**config.mk**
```make
export PLATFORM = sky130hd
export DESIGN_NAME = iomem_uart_flat
export DESIGN_NICKNAME = d
export VERILOG_FILES = /design/src/rtl/iomem_uart_if.sv /design/src/rtl/iomem_uart.sv /design/src/flat_wrapper.sv
export SDC_FILE = /design/constraint.sdc
export NUM_CORES = 1
export LEC_CHECK = 0
export CORE_AREA = 3 3 168 170
export CTS_CLUSTER_DIAMETER = 120
export DETAILED_ROUTE_END_ITERATION = 10
export DIE_AREA = 0 0 171 173
export HOLD_SLACK_MARGIN = 0.05
export REMOVE_ABC_BUFFERS = 1
export SLEW_MARGIN = 25
export SYNTH_ARGS = -nofsm -noshare
export SYNTH_HDL_FRONTEND = slang
export SYNTH_SLANG_ARGS = --single-unit
```
**constraint.sdc**
```tcl
create_clock -name clk -period 5.3 [get_ports clk]
set_input_delay 1.06 -clock clk [delete_from_list [all_inputs] [get_ports clk]]
set_output_delay 1.06 -clock clk [all_outputs]
set_load 0.01 [all_outputs]
```
**src/rtl/iomem_uart_if.sv**
```systemverilog
// iomem bus bundle between the CPU (master) and the UART responder (slave).
interface iomem_uart_if;
  logic        iomem_valid;
  logic        iomem_ready;
  logic [3:0]  iomem_wstrb;
  logic [31:0] iomem_addr;
  logic [31:0] iomem_wdata;
  logic [31:0] iomem_rdata;

  modport master (
    output iomem_valid, iomem_wstrb, iomem_addr, iomem_wdata,
    input  iomem_ready, iomem_rdata
  );

  modport slave (
    input  iomem_valid, iomem_wstrb, iomem_addr, iomem_wdata,
    output iomem_ready, iomem_rdata
  );
endinterface

```
**src/rtl/iomem_uart.sv**
```systemverilog
// Memory-mapped UART on the iomem bus: CLKDIV / DATA / STATUS registers,
// 8N1 TX and RX, level irq while RX data is waiting.
// Optional macro IOMEM_UART_RXFIFO_EN: 4-entry RX FIFO instead of a
// single-byte holding register.
module iomem_uart #(
  parameter logic [31:0] BASE_ADDR   = 32'h1000_0000,
  parameter logic [31:0] DEFAULT_DIV = 32'd104
) (
  input  logic       clk,
  input  logic       resetn,
  iomem_uart_if.slave bus,
  input  logic       ser_rx,
  output logic       ser_tx,
  output logic       irq
);

  typedef enum logic [1:0] {S_IDLE, S_START, S_DATA, S_STOP} uart_st_e;

  logic [31:0] clkdiv, period, half;
  logic        ready;
  logic [31:0] rdata;
  logic        overrun, frame_err;

  uart_st_e    tx_st;
  logic [31:0] tx_cnt;
  logic [7:0]  tx_shift;
  logic [2:0]  tx_bit;

  uart_st_e    rx_st;
  logic [31:0] rx_cnt;
  logic [7:0]  rx_shift;
  logic [2:0]  rx_bit;
  logic        rx_s1, rx_s2, rx_s3;

  logic        rx_avail, full, push_req, frame_bad, do_push;
  logic [7:0]  rx_head;

  // Bit period never drops below 2 so half-period sampling stays meaningful.
  assign period = (clkdiv < 32'd2) ? 32'd2 : clkdiv;
  assign half   = period >> 1;

  logic       sel, is_rd, stall, acc, tx_start, pop, tx_busy;
  logic [1:0] reg_idx;
  logic       unused_addr;

  assign sel      = bus.iomem_valid && (bus.iomem_addr[31:4] == BASE_ADDR[31:4]);
  assign reg_idx  = bus.iomem_addr[3:2];
  assign is_rd    = (bus.iomem_wstrb == 4'h0);
  assign tx_busy  = (tx_st != S_IDLE);
  // A DATA write stalls while a frame is on the wire; it lands in the idle cycle.
  assign stall    = (reg_idx == 2'd1) && bus.iomem_wstrb[0] && tx_busy;
  // ready high means the current access was taken last cycle; do not retake it.
  assign acc      = sel && !ready && !stall;
  assign tx_start = acc && (reg_idx == 2'd1) && bus.iomem_wstrb[0];
  assign pop      = acc && is_rd && (reg_idx == 2'd1) && rx_avail;
  assign unused_addr = &{1'b0, bus.iomem_addr[1:0]};

  assign push_req  = (rx_st == S_STOP) && (rx_cnt == 32'd0) && rx_s2;
  assign frame_bad = (rx_st == S_STOP) && (rx_cnt == 32'd0) && !rx_s2;
  // A simultaneous pop frees a slot, so a push into a full buffer still lands.
  assign do_push   = push_req && (!full || pop);

  assign bus.iomem_ready = ready;
  assign bus.iomem_rdata = rdata;
  assign irq             = rx_avail;

  // Bus response, register reads and byte-strobed CLKDIV writes.
  always_ff @(posedge clk or negedge resetn) begin
    if (!resetn) begin
      ready  <= 1'b0;
      rdata  <= '0;
      clkdiv <= DEFAULT_DIV;
    end else begin
      ready <= acc;
      rdata <= '0;
      if (acc) begin
        if (is_rd) begin
          case (reg_idx)
            2'd0:    rdata <= clkdiv;
            2'd1:    rdata <= rx_avail ? {24'h0, rx_head} : 32'hFFFF_FFFF;
            2'd2:    rdata <= {28'h0, frame_err, overrun, tx_busy, rx_avail};
            default: rdata <= '0;
          endcase
        end else if (reg_idx == 2'd0) begin
          for (int i = 0; i < 4; i++)
            if (bus.iomem_wstrb[i]) clkdiv[8*i +: 8] <= bus.iomem_wdata[8*i +: 8];
        end
      end
    end
  end

  // Sticky error flags; a new event in the same cycle as a clear wins.
  always_ff @(posedge clk or negedge resetn) begin
    if (!resetn) begin
      overrun   <= 1'b0;
      frame_err <= 1'b0;
    end else begin
      if (acc && (reg_idx == 2'd2) && bus.iomem_wstrb[0]) begin
        if (bus.iomem_wdata[2]) overrun   <= 1'b0;
        if (bus.iomem_wdata[3]) frame_err <= 1'b0;
      end
      if (push_req && full && !pop) overrun   <= 1'b1;
      if (frame_bad)                frame_err <= 1'b1;
    end
  end

`ifdef IOMEM_UART_RXFIFO_EN
  logic [7:0] fifo [4];
  logic [1:0] wp, rp;
  logic [2:0] cnt;

  assign rx_avail = (cnt != 3'd0);
  assign full     = (cnt == 3'd4);
  assign rx_head  = fifo[rp];

  // FIFO storage needs no reset; occupancy is tracked by cnt.
  always_ff @(posedge clk) begin
    if (do_push) fifo[wp] <= rx_shift;
  end

  // FIFO pointers and occupancy.
  always_ff @(posedge clk or negedge resetn) begin
    if (!resetn) begin
      wp  <= '0;
      rp  <= '0;
      cnt <= '0;
    end else begin
      if (do_push) wp <= wp + 2'd1;
      if (pop)     rp <= rp + 2'd1;
      cnt <= cnt + {2'b0, do_push} - {2'b0, pop};
    end
  end
`else
  logic [7:0] hold;
  logic       avail;

  assign rx_avail = avail;
  assign full     = avail;
  assign rx_head  = hold;

  // Single-byte holding register; a push in the pop cycle keeps it full.
  always_ff @(posedge clk or negedge resetn) begin
    if (!resetn) begin
      hold  <= '0;
      avail <= 1'b0;
    end else if (do_push) begin
      hold  <= rx_shift;
      avail <= 1'b1;
    end else if (pop) begin
      avail <= 1'b0;
    end
  end
`endif

  // TX framing: start, 8 data LSB first, stop; ser_tx registered, idle high.
  always_ff @(posedge clk or negedge resetn) begin
    if (!resetn) begin
      tx_st    <= S_IDLE;
      ser_tx   <= 1'b1;
      tx_cnt   <= '0;
      tx_shift <= '0;
      tx_bit   <= '0;
    end else begin
      case (tx_st)
        S_IDLE: begin
          ser_tx <= 1'b1;
          if (tx_start) begin
            tx_st    <= S_START;
            ser_tx   <= 1'b0;
            tx_shift <= bus.iomem_wdata[7:0];
            tx_cnt   <= period - 32'd1;
          end
        end
        S_START: begin
          if (tx_cnt == 32'd0) begin
            tx_st  <= S_DATA;
            ser_tx <= tx_shift[0];
            tx_bit <= '0;
            tx_cnt <= period - 32'd1;
          end else tx_cnt <= tx_cnt - 32'd1;
        end
        S_DATA: begin
          if (tx_cnt == 32'd0) begin
            tx_cnt <= period - 32'd1;
            tx_bit <= tx_bit + 3'd1;
            if (tx_bit == 3'd7) begin
              tx_st  <= S_STOP;
              ser_tx <= 1'b1;
            end else begin
              ser_tx   <= tx_shift[1];
              tx_shift <= {1'b0, tx_shift[7:1]};
            end
          end else tx_cnt <= tx_cnt - 32'd1;
        end
        S_STOP: begin
          if (tx_cnt == 32'd0) tx_st <= S_IDLE;
          else                 tx_cnt <= tx_cnt - 32'd1;
        end
        default: tx_st <= S_IDLE;
      endcase
    end
  end

  // RX: synchronise, detect start edge, sample mid-bit, check stop bit.
  always_ff @(posedge clk or negedge resetn) begin
    if (!resetn) begin
      rx_s1    <= 1'b1;
      rx_s2    <= 1'b1;
      rx_s3    <= 1'b1;
      rx_st    <= S_IDLE;
      rx_cnt   <= '0;
      rx_shift <= '0;
      rx_bit   <= '0;
    end else begin
      rx_s1 <= ser_rx;
      rx_s2 <= rx_s1;
      rx_s3 <= rx_s2;
      case (rx_st)
        S_IDLE: begin
          if (rx_s3 && !rx_s2) begin
            rx_st  <= S_START;
            rx_cnt <= half - 32'd1;
          end
        end
        S_START: begin
          if (rx_cnt == 32'd0) begin
            if (rx_s2) rx_st <= S_IDLE;
            else begin
              rx_st  <= S_DATA;
              rx_bit <= '0;
              rx_cnt <= period - 32'd1;
            end
          end else rx_cnt <= rx_cnt - 32'd1;
        end
        S_DATA: begin
          if (rx_cnt == 32'd0) begin
            rx_shift <= {rx_s2, rx_shift[7:1]};
            rx_bit   <= rx_bit + 3'd1;
            rx_cnt   <= period - 32'd1;
            if (rx_bit == 3'd7) rx_st <= S_STOP;
          end else rx_cnt <= rx_cnt - 32'd1;
        end
        S_STOP: begin
          if (rx_cnt == 32'd0) rx_st <= S_IDLE;
          else                 rx_cnt <= rx_cnt - 32'd1;
        end
        default: rx_st <= S_IDLE;
      endcase
    end
  end

endmodule
```
**src/flat_wrapper.sv**
```systemverilog
// flat-port wrapper written by rule: the top's interface ports become plain ports
module iomem_uart_flat 
#(
  parameter logic [31:0] BASE_ADDR   = 32'h1000_0000,
  parameter logic [31:0] DEFAULT_DIV = 32'd104
)
  (clk, resetn, ser_rx, ser_tx, irq, bus_iomem_valid, bus_iomem_wstrb, bus_iomem_addr, bus_iomem_wdata, bus_iomem_ready, bus_iomem_rdata);
  iomem_uart_if bus_i ();
  input  logic clk;
  input  logic resetn;
  input  logic ser_rx;
  output logic ser_tx;
  output logic irq;
  input wire logic [$bits(bus_i.iomem_valid)-1:0] bus_iomem_valid;
  input wire logic [$bits(bus_i.iomem_wstrb)-1:0] bus_iomem_wstrb;
  input wire logic [$bits(bus_i.iomem_addr)-1:0] bus_iomem_addr;
  input wire logic [$bits(bus_i.iomem_wdata)-1:0] bus_iomem_wdata;
  output wire logic [$bits(bus_i.iomem_ready)-1:0] bus_iomem_ready;
  output wire logic [$bits(bus_i.iomem_rdata)-1:0] bus_iomem_rdata;
  assign bus_i.iomem_valid = bus_iomem_valid;
  assign bus_i.iomem_wstrb = bus_iomem_wstrb;
  assign bus_i.iomem_addr = bus_iomem_addr;
  assign bus_i.iomem_wdata = bus_iomem_wdata;
  assign bus_iomem_ready = bus_i.iomem_ready;
  assign bus_iomem_rdata = bus_i.iomem_rdata;
  iomem_uart #(.BASE_ADDR(BASE_ADDR), .DEFAULT_DIV(DEFAULT_DIV)) u_core (.clk(clk), .resetn(resetn), .bus(bus_i), .ser_rx(ser_rx), .ser_tx(ser_tx), .irq(irq));
endmodule
```
==> results.cfg <==
[place]
dp_hpwl_um = 21200
placed_cell_area_um2 = 11400
routabilityCongestion = 0.900
numPortBuffers = 104

[cts]
cts_resized = 0
clock_latency_ps = 440
htreeDepth = 4
cts_tree = built
cts_hold_buf = 0
cts_max_path_buffers = 2
clockRootBuffer = clkbuf_16
numCtsBuffers = 17
cts_setup_buffers = 0
clk_pin_slew_ps = 80
clock_sinks = 170

[yosys]
syn_area_um2 = 10200
yosys.area_share.simple = 0.195
synth_flop_cell = dfrtp_1
yosysMostFrequentCell = dfrtp_1
yosys.area_share.adder = 0.0222
yosysTopAreaCell = dfrtp_1
synth_seq_cells = 170
synth_cells = 1131
synth_top_area_frac = 0.401
synth.area.top_cells = dfrtp_1 40%, mux2_2 5.1%, o21ai_0 4.6%
synthTopCellsByCount = 163 x dfrtp_1, 108 x nand2_1, 94 x o21ai_0
synth_top_family_by_area = simple AND/OR/NAND/NOR gates
synth_seq_area_share = 0.419
synth.area.mux_share = 0.0637
synthXorXnorAreaFrac = 0.0586
synthArstFlopShare = 1.00
yosys_warnings = 0
syn_avg_cell_area_um2 = 8.99
synth-compound-area-share = 0.193
synth_cell_types = 80
synth_edf_count = 0

[critical_path]
cp.required_ps = 5660
crit_path_end_kind = register
worstPathMaxFanout = 16
path_class = reg2reg
crit_arrival_ps = 4870
startpoint_type = register

[final_layout]
syn2layout_area_growth_pct = 18.8
final_cell_area_um2 = 12100
fillers = 2578
diodes = 0
drive_above_1_share = 0.109
nNetsFinal = 1284

[die]
core_region_area_um2 = 26900
die_y_um = 173
fp.dieW_um = 171
rows = 60
ios = 107
dieArea_um2 = 29600
initial_utilization = 0.378

[sta]
setup_tns_ps = 0
drv_slew = 0
period_needed_ps = 4510
hold_ws_ps = 360
period_share = 0.850
tightest_slew_ps = 994
rsz0062_at_grt = no
slew-limit-headroom = 0.336
skew_ps = 13.2
setup_viol = 0
clock.fmax_ghz = 0.222
finalHoldViolations = 0

[global_routing]
grt_max_degree = 85
grtUsageTotal = 0.204
overflow = 0
grt_antenna_before_repair = 0
grt_pass1_vias = 8835
grt_pass1_wl_um = 48700

[pwr]
power.leakage_nw = 5.10
worst_ir_drop_vdd_v = 0.000308
p_per_area_nw_per_um2 = 361

[detailed_routing]
routed_via_density = 5.78
post_drt_wl_per_cell_um = 19.4
num_vias = 8940
routed_wl_um = 30000
drt_iter0_drc = 690
antenna_left = 0
firstDrtPassIters = 5
drc_errors = 0

[run]
maxCapViolations = 0

[min_path]
hold_path_class = reg2reg

[outcome]
status = finished, final reports clean
==> stage by stage <==
stage | utilization | total power (W) | instances | worst slack [ps]
final | 0.449 | 0.00436 | 1548 | 793
after detailed placement | 0.426 | 0.00302 | 1516 | 876
after global routing | 0.449 | 0.00462 | 1548 | 519
after floorplan | - | 0.00254 | 1051 | 1660
after CTS | 0.449 | 0.00437 | 1548 | 865
after global placement | 0.426 | 0.00300 | 1516 | 1000
==> report_power, final <==
part           total, W  internal [W]  switching [W]
Sequential      0.00155       0.00142       0.000135
Clock           0.00133      0.000688       0.000645
Combinational   0.00147      0.000586       0.000888
==> critical path: stages (launching register included) <==
cell and delay (ps):
dfrtp_1 640, nor4_1 140, nand3_1 260, nor3_1 100, buf_4 170, nor2_1 190, ha_1 310, nor4b_1 490
nand4_1 670, or4_1 740, nor2_1 140, xor2_1 310, a21oi_1 120, nor2_1 140
==> routing by layer <==
layer  track usage  share of wire  up-vias
met2         0.323           0.47      313
met4        0.0469          0.014        0
met5             0              0        -
met1         0.290           0.46     4347
li1              -              -     4245
met3        0.0375          0.062       35
==> area by class of cell <==
class                   instances  area (µm²)  area share
multi-input cells             846        5430       0.450
flip-flops and latches        170        4260       0.353
repair buffers                124        1190      0.0987
well taps                     341         427      0.0353
clock buffers                  17         425      0.0352
clock inverters                15         203      0.0168
inverters                      35         131      0.0109
==> logic make-up (layout without fill, tap and decap cells) <==
logic type / after synthesis / in the layout
DFF: 170 / 170
AOI/OAI and AO/OA: 305 / 305
xor gates and xnor gates: 68 / 68
and+or+nand+nor: 396 / 396
adders and majority gates: 18 / 18
muxes: 59 / 59
buffers and inverters: 115 / 191
==> cells in the final DEF (no fill, tap or decap), drive strengths merged, types with 20 or more instances in the layout <==
master	count
nor3	55
clkdlybuf4s50	103
xor2	32
inv	42
nor4	44
mux2	46
nand3	33
buf	21
xnor2	36
dfrtp	163
a21oi	86
nor2	85
nand2	108
a22o	20
o21ai	99
==> registers in the layout, summed over array words and instances, names as in the netlist, 2 cells and up, named ones only <==
signal                  flops
u_core.bus.iomem_rdata     32
u_core.clkdiv              32
u_core.hold                 8
u_core.rx_bit               3
u_core.rx_cnt              32
u_core.rx_shift             8
u_core.tx_bit               3
u_core.tx_cnt              32
u_core.tx_shift             8
u_core.tx_st                2
==> final timing paths <==
path | depth (start not counted) | slack [ps] | start | end
min in group asynchronous | 1 | 670 | resetn | u_core.tx_cnt[20]
setup reg to reg | 13 | 790 | u_core.clkdiv[14] | u_core.rx_cnt[25]
setup / recovery | 13 | 790 | u_core.clkdiv[14] | u_core.rx_cnt[25]
hold / removal | 0 | 360 | u_core.rx_s1 | u_core.rx_s2
max in group asynchronous | 2 | 3530 | resetn | u_core.rx_s3
hold reg to reg | 0 | 360 | u_core.rx_s1 | u_core.rx_s2
Power figures use the tool's default switching activity.
